## config.mk

```make
export PLATFORM = sky130hd
export DESIGN_NAME = axi_lite_uart_master_flat
export DESIGN_NICKNAME = d
export VERILOG_FILES = /design/src/rtl/uart_bridge_pkg.sv /design/src/rtl/axi_lite_if.sv /design/src/rtl/axi_lite_uart_master.sv /design/src/flat_wrapper.sv
export SDC_FILE = /design/constraint.sdc
export NUM_CORES = 1
export LEC_CHECK = 0
export ABC_AREA = 1
export BUFFER_PORTS_ARGS = -buffer_cell sky130_fd_sc_hd__clkbuf_2
export CAP_MARGIN = 10
export CORE_AREA = 2 2 95 188
export CTS_CLUSTER_DIAMETER = 100
export DETAILED_ROUTE_END_ITERATION = 12
export DIE_AREA = 0 0 97 190
export PLACE_DENSITY = 0.8
export SYNTH_ARGS = -nofsm -noshare
export SYNTH_HDL_FRONTEND = slang
export SYNTH_SLANG_ARGS = --single-unit
```

## constraint.sdc

```tcl
create_clock -name aclk -period 3.1 [get_ports aclk]
set_clock_uncertainty 0.15 [all_clocks]
set_input_delay 0.62 -clock aclk [delete_from_list [all_inputs] [get_ports aclk]]
set_output_delay 0.62 -clock aclk [all_outputs]
set_load 0.01 [all_outputs]
```

## src/rtl/uart_bridge_pkg.sv

```systemverilog
// Shared constants and types for the UART command bridge.
package uart_bridge_pkg;

  localparam int unsigned ADDR_W = 32;
  localparam int unsigned DATA_W = 32;
  localparam int unsigned BYTE_W = 8;

  // Command opcodes received from the host.
  localparam logic [BYTE_W-1:0] OP_WR = 8'h57;
  localparam logic [BYTE_W-1:0] OP_RD = 8'h52;

  // Status bytes returned to the host.
  localparam logic [BYTE_W-1:0] RSP_OK  = 8'h4B;
  localparam logic [BYTE_W-1:0] RSP_ERR = 8'h45;
  localparam logic [BYTE_W-1:0] RSP_TMO = 8'h54;

  typedef enum logic [2:0] {
    ST_IDLE,
    ST_GET_ADDR,
    ST_GET_DATA,
    ST_AW_W,
    ST_B_WAIT,
    ST_AR,
    ST_R_WAIT,
    ST_RESP
  } state_e;

  // Frame words arrive MSB first: shift the new byte in at the bottom.
  function automatic logic [DATA_W-1:0] shift_in(input logic [DATA_W-1:0] word,
                                                 input logic [BYTE_W-1:0] b);
    return {word[DATA_W-BYTE_W-1:0], b};
  endfunction

endpackage

```

## src/rtl/axi_lite_if.sv

```systemverilog
// AXI-Lite bus bundle with wlast/rlast sidebands.
// Ports: aclk, aresetn. Modports: master (initiator), slave (target).
interface AXI_LITE (
  input logic aclk,
  input logic aresetn
);

  logic [uart_bridge_pkg::ADDR_W-1:0] awaddr;
  logic                               awvalid;
  logic                               awready;
  logic [uart_bridge_pkg::DATA_W-1:0] wdata;
  logic                               wvalid;
  logic                               wlast;
  logic                               wready;
  logic [1:0]                         bresp;
  logic                               bvalid;
  logic                               bready;
  logic [uart_bridge_pkg::ADDR_W-1:0] araddr;
  logic                               arvalid;
  logic                               arready;
  logic [uart_bridge_pkg::DATA_W-1:0] rdata;
  logic                               rvalid;
  logic                               rlast;
  logic                               rready;

  modport master (
    input  aclk, aresetn,
    output awaddr, awvalid, input awready,
    output wdata, wvalid, wlast, input wready,
    input  bresp, bvalid, output bready,
    output araddr, arvalid, input arready,
    input  rdata, rvalid, rlast, output rready
  );

  modport slave (
    input  aclk, aresetn,
    input  awaddr, awvalid, output awready,
    input  wdata, wvalid, wlast, output wready,
    output bresp, bvalid, input bready,
    input  araddr, arvalid, output arready,
    output rdata, rvalid, rlast, input rready
  );

endinterface

```

## src/rtl/axi_lite_uart_master.sv

```systemverilog
// Byte-stream command decoder issuing single AXI-Lite reads/writes and
// returning status/read data as a byte stream.
// Ports: aclk/aresetn (bus clock, async active-low reset), axi (AXI-Lite
// initiator), rx_* (command bytes in), tx_* (response bytes out),
// busy (high outside IDLE).
module axi_lite_uart_master
  import uart_bridge_pkg::*;
#(
  parameter int unsigned TIMEOUT_CYCLES = 1024
) (
  input  logic              aclk,
  input  logic              aresetn,
  AXI_LITE.master           axi,
  input  logic [BYTE_W-1:0] rx_data,
  input  logic              rx_valid,
  output logic              rx_ready,
  output logic [BYTE_W-1:0] tx_data,
  output logic              tx_valid,
  input  logic              tx_ready,
  output logic              busy
);

  localparam int unsigned TMO_W = $clog2(TIMEOUT_CYCLES);
  localparam logic [TMO_W-1:0] TMO_LAST = TMO_W'(TIMEOUT_CYCLES - 1);

  state_e              state_q, state_d;
  logic                is_wr_q, is_wr_d;
  logic [1:0]          byte_cnt_q, byte_cnt_d;
  logic [ADDR_W-1:0]   addr_q, addr_d;
  logic [DATA_W-1:0]   data_q, data_d;
  logic [TMO_W-1:0]    tmo_cnt_q, tmo_cnt_d;
  logic                awvalid_q, awvalid_d, wvalid_q, wvalid_d, wlast_q, wlast_d;
  logic                bready_q, bready_d, arvalid_q, arvalid_d, rready_q, rready_d;
  logic [ADDR_W-1:0]   awaddr_q, awaddr_d, araddr_q, araddr_d;
  logic [DATA_W-1:0]   wdata_q, wdata_d;
  logic                tx_valid_q, tx_valid_d;
  logic [BYTE_W-1:0]   tx_data_q, tx_data_d;
  logic [DATA_W-1:0]   rsp_buf_q, rsp_buf_d;
  logic [2:0]          rsp_left_q, rsp_left_d;
  logic                rx_ready_q, rx_ready_d, busy_q, busy_d;
  logic                rx_fire_c, tmo_hit_c, abort_c;

  assign rx_fire_c = rx_valid && rx_ready_q;
  assign tmo_hit_c = (tmo_cnt_q == TMO_LAST);

  // Next-state and next-output decode.
  always_comb begin
    state_d    = state_q;
    is_wr_d    = is_wr_q;
    byte_cnt_d = byte_cnt_q;
    addr_d     = addr_q;
    data_d     = data_q;
    tmo_cnt_d  = tmo_cnt_q + TMO_W'(1);
    awvalid_d  = awvalid_q;
    wvalid_d   = wvalid_q;
    wlast_d    = wlast_q;
    bready_d   = bready_q;
    arvalid_d  = arvalid_q;
    rready_d   = rready_q;
    awaddr_d   = awaddr_q;
    wdata_d    = wdata_q;
    araddr_d   = araddr_q;
    tx_valid_d = tx_valid_q;
    tx_data_d  = tx_data_q;
    rsp_buf_d  = rsp_buf_q;
    rsp_left_d = rsp_left_q;
    abort_c    = 1'b0;

    case (state_q)
      ST_IDLE: begin
        if (rx_fire_c) begin
          byte_cnt_d = 2'd0;
          if (rx_data == OP_WR) begin
            is_wr_d = 1'b1;
            state_d = ST_GET_ADDR;
          end else if (rx_data == OP_RD) begin
            is_wr_d = 1'b0;
            state_d = ST_GET_ADDR;
          end else begin
            tx_valid_d = 1'b1;
            tx_data_d  = RSP_ERR;
            rsp_left_d = 3'd0;
            state_d    = ST_RESP;
          end
        end
      end
      ST_GET_ADDR: begin
        if (rx_fire_c) begin
          addr_d     = shift_in(addr_q, rx_data);
          byte_cnt_d = byte_cnt_q + 2'd1;
          if (byte_cnt_q == 2'd3) begin
            tmo_cnt_d = '0;
            if (is_wr_q) begin
              state_d = ST_GET_DATA;
            end else begin
              arvalid_d = 1'b1;
              araddr_d  = shift_in(addr_q, rx_data);
              state_d   = ST_AR;
            end
          end
        end
      end
      ST_GET_DATA: begin
        if (rx_fire_c) begin
          data_d     = shift_in(data_q, rx_data);
          byte_cnt_d = byte_cnt_q + 2'd1;
          if (byte_cnt_q == 2'd3) begin
            tmo_cnt_d = '0;
            awvalid_d = 1'b1;
            wvalid_d  = 1'b1;
            wlast_d   = 1'b1;
            awaddr_d  = addr_q;
            wdata_d   = shift_in(data_q, rx_data);
            state_d   = ST_AW_W;
          end
        end
      end
      ST_AW_W: begin
        // Address and data handshakes complete independently.
        if (axi.awready) awvalid_d = 1'b0;
        if (axi.wready) begin
          wvalid_d = 1'b0;
          wlast_d  = 1'b0;
        end
        if (!awvalid_d && !wvalid_d) begin
          bready_d  = 1'b1;
          tmo_cnt_d = '0;
          state_d   = ST_B_WAIT;
        end else if (tmo_hit_c) begin
          abort_c = 1'b1;
        end
      end
      ST_B_WAIT: begin
        if (axi.bvalid) begin
          bready_d   = 1'b0;
          tx_valid_d = 1'b1;
          tx_data_d  = (axi.bresp == 2'b00) ? RSP_OK : RSP_ERR;
          rsp_left_d = 3'd0;
          state_d    = ST_RESP;
        end else if (tmo_hit_c) begin
          abort_c = 1'b1;
        end
      end
      ST_AR: begin
        if (axi.arready) begin
          arvalid_d = 1'b0;
          rready_d  = 1'b1;
          tmo_cnt_d = '0;
          state_d   = ST_R_WAIT;
        end else if (tmo_hit_c) begin
          abort_c = 1'b1;
        end
      end
      ST_R_WAIT: begin
        if (axi.rvalid) begin
          rready_d   = 1'b0;
          tx_valid_d = 1'b1;
          tx_data_d  = RSP_OK;
          rsp_buf_d  = axi.rdata;
          rsp_left_d = 3'd4;
          state_d    = ST_RESP;
        end else if (tmo_hit_c) begin
          abort_c = 1'b1;
        end
      end
      ST_RESP: begin
        if (tx_valid_q && tx_ready) begin
          if (rsp_left_q == 3'd0) begin
            tx_valid_d = 1'b0;
            state_d    = ST_IDLE;
          end else begin
            tx_data_d  = rsp_buf_q[DATA_W-1 -: BYTE_W];
            rsp_buf_d  = {rsp_buf_q[DATA_W-BYTE_W-1:0], BYTE_W'(0)};
            rsp_left_d = rsp_left_q - 3'd1;
          end
        end
      end
      default: state_d = ST_IDLE;
    endcase

    // Silent slave: release the bus and report 'T'.
    if (abort_c) begin
      awvalid_d  = 1'b0;
      wvalid_d   = 1'b0;
      wlast_d    = 1'b0;
      bready_d   = 1'b0;
      arvalid_d  = 1'b0;
      rready_d   = 1'b0;
      tx_valid_d = 1'b1;
      tx_data_d  = RSP_TMO;
      rsp_left_d = 3'd0;
      state_d    = ST_RESP;
    end

    rx_ready_d = (state_d == ST_IDLE) || (state_d == ST_GET_ADDR) || (state_d == ST_GET_DATA);
    busy_d     = (state_d != ST_IDLE);
  end

  // State and registered outputs.
  always_ff @(posedge aclk or negedge aresetn) begin
    if (!aresetn) begin
      state_q    <= ST_IDLE;
      is_wr_q    <= 1'b0;
      byte_cnt_q <= 2'd0;
      addr_q     <= '0;
      data_q     <= '0;
      tmo_cnt_q  <= '0;
      awvalid_q  <= 1'b0;
      wvalid_q   <= 1'b0;
      wlast_q    <= 1'b0;
      bready_q   <= 1'b0;
      arvalid_q  <= 1'b0;
      rready_q   <= 1'b0;
      awaddr_q   <= '0;
      wdata_q    <= '0;
      araddr_q   <= '0;
      tx_valid_q <= 1'b0;
      tx_data_q  <= '0;
      rsp_buf_q  <= '0;
      rsp_left_q <= 3'd0;
      rx_ready_q <= 1'b1;
      busy_q     <= 1'b0;
    end else begin
      state_q    <= state_d;
      is_wr_q    <= is_wr_d;
      byte_cnt_q <= byte_cnt_d;
      addr_q     <= addr_d;
      data_q     <= data_d;
      tmo_cnt_q  <= tmo_cnt_d;
      awvalid_q  <= awvalid_d;
      wvalid_q   <= wvalid_d;
      wlast_q    <= wlast_d;
      bready_q   <= bready_d;
      arvalid_q  <= arvalid_d;
      rready_q   <= rready_d;
      awaddr_q   <= awaddr_d;
      wdata_q    <= wdata_d;
      araddr_q   <= araddr_d;
      tx_valid_q <= tx_valid_d;
      tx_data_q  <= tx_data_d;
      rsp_buf_q  <= rsp_buf_d;
      rsp_left_q <= rsp_left_d;
      rx_ready_q <= rx_ready_d;
      busy_q     <= busy_d;
    end
  end

  assign axi.awaddr  = awaddr_q;
  assign axi.awvalid = awvalid_q;
  assign axi.wdata   = wdata_q;
  assign axi.wvalid  = wvalid_q;
  assign axi.wlast   = wlast_q;
  assign axi.bready  = bready_q;
  assign axi.araddr  = araddr_q;
  assign axi.arvalid = arvalid_q;
  assign axi.rready  = rready_q;
  assign rx_ready    = rx_ready_q;
  assign tx_data     = tx_data_q;
  assign tx_valid    = tx_valid_q;
  assign busy        = busy_q;

endmodule
```

## src/flat_wrapper.sv

```systemverilog
// flat-port wrapper written by rule: the top's interface ports become plain ports
module axi_lite_uart_master_flat import uart_bridge_pkg::*;
#(
  parameter int unsigned TIMEOUT_CYCLES = 1024
)
  (aclk, aresetn, rx_data, rx_valid, rx_ready, tx_data, tx_valid, tx_ready, busy, axi_awaddr, axi_awvalid, axi_awready, axi_wdata, axi_wvalid, axi_wlast, axi_wready, axi_bresp, axi_bvalid, axi_bready, axi_araddr, axi_arvalid, axi_arready, axi_rdata, axi_rvalid, axi_rlast, axi_rready);
  AXI_LITE axi_i (.aclk(aclk), .aresetn(aresetn));
  input  logic aclk;
  input  logic aresetn;
  input  logic [BYTE_W-1:0] rx_data;
  input  logic rx_valid;
  output logic rx_ready;
  output logic [BYTE_W-1:0] tx_data;
  output logic tx_valid;
  input  logic tx_ready;
  output logic busy;
  output wire logic [$bits(axi_i.awaddr)-1:0] axi_awaddr;
  output wire logic [$bits(axi_i.awvalid)-1:0] axi_awvalid;
  input wire logic [$bits(axi_i.awready)-1:0] axi_awready;
  output wire logic [$bits(axi_i.wdata)-1:0] axi_wdata;
  output wire logic [$bits(axi_i.wvalid)-1:0] axi_wvalid;
  output wire logic [$bits(axi_i.wlast)-1:0] axi_wlast;
  input wire logic [$bits(axi_i.wready)-1:0] axi_wready;
  input wire logic [$bits(axi_i.bresp)-1:0] axi_bresp;
  input wire logic [$bits(axi_i.bvalid)-1:0] axi_bvalid;
  output wire logic [$bits(axi_i.bready)-1:0] axi_bready;
  output wire logic [$bits(axi_i.araddr)-1:0] axi_araddr;
  output wire logic [$bits(axi_i.arvalid)-1:0] axi_arvalid;
  input wire logic [$bits(axi_i.arready)-1:0] axi_arready;
  input wire logic [$bits(axi_i.rdata)-1:0] axi_rdata;
  input wire logic [$bits(axi_i.rvalid)-1:0] axi_rvalid;
  input wire logic [$bits(axi_i.rlast)-1:0] axi_rlast;
  output wire logic [$bits(axi_i.rready)-1:0] axi_rready;
  assign axi_awaddr = axi_i.awaddr;
  assign axi_awvalid = axi_i.awvalid;
  assign axi_i.awready = axi_awready;
  assign axi_wdata = axi_i.wdata;
  assign axi_wvalid = axi_i.wvalid;
  assign axi_wlast = axi_i.wlast;
  assign axi_i.wready = axi_wready;
  assign axi_i.bresp = axi_bresp;
  assign axi_i.bvalid = axi_bvalid;
  assign axi_bready = axi_i.bready;
  assign axi_araddr = axi_i.araddr;
  assign axi_arvalid = axi_i.arvalid;
  assign axi_i.arready = axi_arready;
  assign axi_i.rdata = axi_rdata;
  assign axi_i.rvalid = axi_rvalid;
  assign axi_i.rlast = axi_rlast;
  assign axi_rready = axi_i.rready;
  axi_lite_uart_master #(.TIMEOUT_CYCLES(TIMEOUT_CYCLES)) u_core (.aclk(aclk), .aresetn(aresetn), .axi(axi_i), .rx_data(rx_data), .rx_valid(rx_valid), .rx_ready(rx_ready), .tx_data(tx_data), .tx_valid(tx_valid), .tx_ready(tx_ready), .busy(busy));
endmodule
```

Yosys cells after proc, flatten, opt, wreduce, memory -nomap -nowiden
Cells that the tools add are included.
{"block": "word_totals", "regBits": 220, "output_inout_bits": 113}
{"block": "classes", "add_sub_neg": 3, "bitwise_logic": 1, "reduce_logical": 35, "mux": 91, "n_eq_ne": 34}
{"cell": "2-to-1 mux 32 bit", "n": 3}
{"cell": "2-to-1 mux 3 bit", "n": 23}
{"cell": "2-to-1 mux 8 bit", "n": 8}
{"cell": "one-hot mux 32 bit (2 select lines)", "n": 1}
{"cell": "2-to-1 mux 10 bit", "n": 4}
{"cell": "2-to-1 mux 1 bit", "n": 36}
{"cell": "one-hot mux 8 bit (4 select lines)", "n": 1}
{"cell": "one-hot mux 10 bit (3 select lines)", "n": 1}
{"cell": "!= test 3 x 1 -> 1 bit (second input constant)", "n": 8}
{"cell": "one-hot mux 3 bit (8 select lines)", "n": 1}
{"cell": "!= test 3 x 2 -> 1 bit (second input constant)", "n": 7}
{"cell": "AND reduction 3 bit", "n": 6}
{"cell": "== test 8 x 7 -> 1 bit (second input constant)", "n": 2}
{"cell": "AND reduction 8 bit", "n": 2}
{"cell": "nonzero test 3 bit", "n": 5}
{"cell": "== test 3 bit (second input constant)", "n": 4}
{"cell": "one-hot mux 1 bit (2 select lines)", "n": 6}
{"cell": "one-hot mux 3 bit (4 select lines)", "n": 1}
{"cell": "AND reduction 4 bit", "n": 3}
{"cell": "adder 10 x 1 -> 10 bit (second input constant)", "n": 1}
{"cell": "== test 10 bit (second input constant)", "n": 1}
{"cell": "== test 3 x 2 -> 1 bit (second input constant)", "n": 3}
{"cell": "logical NOT 3 bit", "n": 3}
{"cell": "one-hot mux 1 bit (4 select lines)", "n": 2}
{"cell": "other kinds (20)", "n": 32}

Depth between registers and ports, before layout
{"block": "depth", "ltp_word": 10, "ltp_mapped": 13, "mapped_depth_nobuf": 12}

Worst setup path after synthesis
No wires, ideal clock.
{"block": "synth_timing", "path_kind": "input to register", "startpoint": "in rx_valid", "endpoint": "reg u_core.awaddr_q[24] (netlist: u_core.axi.awaddr[24])", "setup_time_ps": 125, "path_buffers": 1, "arrival_time_ps": 1606, "required_time_ps": 2825, "slack_ps": 1220, "stages": 7, "path_cell_list": "nand2_1 inv_1 nand2_1 inv_1 nand2_2 buf_2 mux2_2"}
{"block": "synth_via", "elab_chain_cells": 2}
{"element": "from (decl)", "line": "flat_wrapper.sv:11", "source": "input logic rx_valid;"}
{"element": "logical AND 1 bit", "line": "axi_lite_uart_master.sv:43", "source": "assign rx_fire_c = rx_valid && rx_ready_q;"}
{"element": "AND reduction 3 bit (no source line)"}
{"element": "to (signal assigned)", "line": "axi_lite_uart_master.sv:236", "source": "awaddr_q <= awaddr_d;"}
{"element": "to (decl)", "line": "axi_lite_uart_master.sv:34", "source": "logic [ADDR_W-1:0] awaddr_q, awaddr_d, araddr_q, araddr_d;"}
No other way between the ends.
A chain may end at the register's enable or synchronous reset.

Final worst setup path
{"block": "layout_timing", "startpoint": "reg u_core.state_q[2]", "endpoint": "reg u_core.rsp_buf_q[15]"}
{"block": "layout_via", "elab_chain_cells": 3, "elab_cells_between_ends": 8, "cone_classes": "eq/ne: 5; mux: 1; reduce/logical: 2"}
{"element": "from (decl)", "line": "axi_lite_uart_master.sv:26", "source": "state_e state_q, state_d;"}
{"element": "from (signal assigned)", "line": "axi_lite_uart_master.sv:224", "source": "state_q <= state_d;"}
{"element": "== test 3 bit", "line": "axi_lite_uart_master.sv:69", "source": "case (state_q)"}
{"element": "!= test 2 x 1 -> 1 bit (no source line), or another cell as far along"}
{"element": "AND reduction 4 bit (no source line)"}
{"element": "to (signal assigned)", "line": "axi_lite_uart_master.sv:241", "source": "rsp_buf_q <= rsp_buf_d;"}
{"element": "to (decl)", "line": "axi_lite_uart_master.sv:38", "source": "logic [DATA_W-1:0] rsp_buf_q, rsp_buf_d;"}
Several ways; a longest one is shown, not always the timed one.

==> results.toml <==
[status]
status = "complete, no violations"

[synth]
synthesis.nets = 1049
netlist_instances = 993
synth_commonest_cells = "273 x nand2_1, 219 x dfrtp_1, 171 x o21ai_0"
synth_top_area_share_pct = 60.0
yosysMostFrequentCell = "nand2_1"
synth_seq_area_share_pct = 60.3
syn_avg_cell_area_sq_um = 9.20
synth_warnings = 0
post_synth_instance_area_sq_um = 9130
ys_seq_elements = 220
async_reset_ff_share_pct = 100
yosys.cell_types.count = 36
synth-edff-count = 0
yosysTopAreaCell = "dfrtp_1"
synthFlopType = "dfrtp_1"
synth_area_leaders = "dfrtp_1 60%, nand2_1 11%, o21ai_0 9.4%"

[worst_setup_path]
r2r-start = "u_core.state_q[2]"
reg2reg_slack_ns = 0.53
cp-end-kind = "flop"
reg2reg_depth = 8
cp.arrival_ns = 2.74
crit_type = "flop to flop"
start_kind = "flop"
crit_buf_inv = 3
crit_chain = "inv_2, nor2_4, buf_4, o21ai_2, nand2_2, inv_2, o211ai_1, o21ai_0"
crit_path_max_incr_delay_ns = 0.62
critPathTopFamily = "buffers and inverters"
critPathLaunch = "u_core.state_q[2]"
required_ns = 3.27
crit_path_top_delay_cell = "dfrtp_1"
worstReg2RegEnd = "u_core.rsp_buf_q[15]"
cp_common_cell = "inv_2"
critical_path_peak_fanout = 58

[timing]
slew_viol_final = 0
report.final.hold_viol_count = 0
worst_slew_pin_slew_ns = 0.776
max_slew_margin_pct = 48.2
rsz0062_at_grt = "no"
min_period_ns = 2.57
tns_ns = 0
post-route-period-util_pct = 82.9
finalSetupViolCount = 0
clock.fmax_ghz = 0.389
hold_slack_ns = 0.228

[clock_network]
cts-root-buf = "clkbuf_16"
clock_path_buffers = 3
clk_latency_ns = 0.49
cts_tree = "yes"
cts_buffers = 19
numClockSinks = 220
cts.clk_slew.worst_paths_ns = 0.07
cts_htree_levels = 1
post_cts_resized = 0

[power_and_ir_drop]
swShare_pct = 20.2
power_density_nw_per_um2 = 510
clock_power_share_pct = 45.6
switchingPower_mw = 1.11
combinationalPowerShare_pct = 2.1
intPower_mw = 4.38
power.leakage_nw = 5.56
power_frac_seq_pct = 52.3
ir_worst_vdd_mv = 0.546

[global_route]
grt_first_pass_wirelength_um = 34100
grt-ovfl-total = 0
antenna_found_initial = 0
grt_max_degree = 83
track_usage_pct = 22.2
grt_pass1_vias = 6932

[die]
row_count = 68
ios = 165
core_sq_um = 17100
die-area_sq_um = 18400
die_h_um = 190
initial_core_util_pct = 53.4
die_width_um = 97

[cells_and_area]
final_util_pct = 62.9
area_growth_pct = 17.8
final_cells = 1363
multi_input_area_sq_um = 2980
nets = 1198
fillers = 1432
drive_gt1_share_pct = 21.2
seq_area_sq_um = 5510
diodes = 0

[placed_design]
place_inst = 1330
place_congestion = 0.843
io_buffers = 163
hpwl_um = 14100

[drt]
drc = 0
vias = 7160
wl_per_cell_um = 15.0
wirelength_um = 20400
dr.pass1.iters = 5
via_per_inst = 5.25
ant_nets = 0
drt_iter0_drc = 457

[worst_hold_path]
hold_depth = 3
hp-start = "axi_rdata[27]"
hold_end = "u_core.rsp_buf_q[27]"
min_path_type = "primary input to flop"

[job]
cap_violations = 0
kinds of logic (layout without fill, tap and decap cells):
logic type,Yosys count,count (layout),synth area share [%]
AOI/OAI and AO/OA,210,210,12.1
buffers and inverters,159,319,7.19
adders and majority gates,4,4,0.548
muxes,16,16,1.97
and+or+nand+nor,381,381,17.6
DFF,220,220,60.3
xor gates and xnor gates,3,3,0.288
per-stage QoR:
step	power, mW	worst slack, ns	instance area [sq um]
floorplan	2.93	1.22	9130
CTS	5.53	0.540	10800
global route	5.66	0.326	10800
finish	5.48	0.531	10800
global placement	3.04	0.633	10100
detailed placement	3.04	0.565	10100
final cells by class:
type,count,area share (%)
Clock buffer,26,5.03
Timing Repair Buffer,178,8.86
Multi-Input combinational cell,614,27.7
Tap cell,210,2.44
Clock inverter,6,1.01
Inverter,109,3.80
Sequential cell,220,51.2
how the worst max path moves through the flow:
stage                             to  slack (ns)  depth (start not counted)
2_1_floorplan  u_core.axi.awaddr[24]        1.22                          7
3_3_place_gp    u_core.rsp_buf_q[23]        0.63                          8
3_5_place_dp    u_core.rsp_buf_q[15]        0.56                          8
4_1_cts         u_core.rsp_buf_q[15]        0.54                          8
5_1_grt         u_core.rsp_buf_q[23]        0.33                          8
6_report        u_core.rsp_buf_q[15]        0.53                          8
cells in the final DEF, fill, tap and decap left out, types with 3 or more instances in the layout:
master     synthesis  routed
clkbuf_8           0       4
dfrtp_1          219     219
o211ai_1          15      15
nand4_1           13      13
nand2_1          273     271
o21ai_0          171     171
a31oi_1           10      10
nand3b_1           3       3
nor2_4             3       3
nand2_2            5       6
inv_1            104     104
clkbuf_2           1     162
bufinv_16          0       3
buf_4              3      13
a21oi_1           11      11
ha_1               4       4
clkbuf_16          0      19
nor2_1            48      48
mux2_2            16      16
nand3_1           21      21
clkbuf_1          27       3
nor3_1             6       6
inv_2              5       5
worst reg2reg max path, stage by stage, from the launching register on:
cell and delay (ns):
dfrtp_1 0.62, inv_2 0.12, nor2_4 0.13, buf_4 0.43, o21ai_2 0.13, nand2_2 0.16, inv_2 0.32, o211ai_1 0.21
o21ai_0 0.13
power groups by stage:
stage          registers (mW)  logic (mW)  clock network [mW]
3_3_place_gp             2.93       0.114                   0
5_1_grt                  2.87       0.131                2.66
4_1_cts                  2.87       0.118                2.55
3_5_place_dp             2.92       0.117                   0
2_1_floorplan            2.93     0.00866                   0
6_report                 2.87       0.114                2.50
registers in the layout, summed over array words and instances, names as in the netlist, 2 cells and up:
signal and cells:
u_core.state_q 3, u_core.rsp_left_q 3, u_core.rsp_buf_q 32, u_core.axi.wdata 32, u_core.byte_cnt_q 2, u_core.axi.araddr 32, u_core.tmo_cnt_q 10, u_core.data_q 24
u_core.addr_q 32, u_core.axi.awaddr 32, u_core.tx_data 8
metal layers:
layer,track usage [%],routed length [um],vias up
met2,36.4,10200,194
li1,-,-,3479
met5,0,0,-
met1,30.8,8620,3443
met3,2.61,971,44
met4,8.23,653,0
what timing repair did:
item / 4_1_cts / 5_1_grt
buffers inserted: 0 / 0
endpoints found under the hold margin: 25 / 0
hold buffers: 1 / 0
Note: power is estimated with default switching activity, not from simulation.
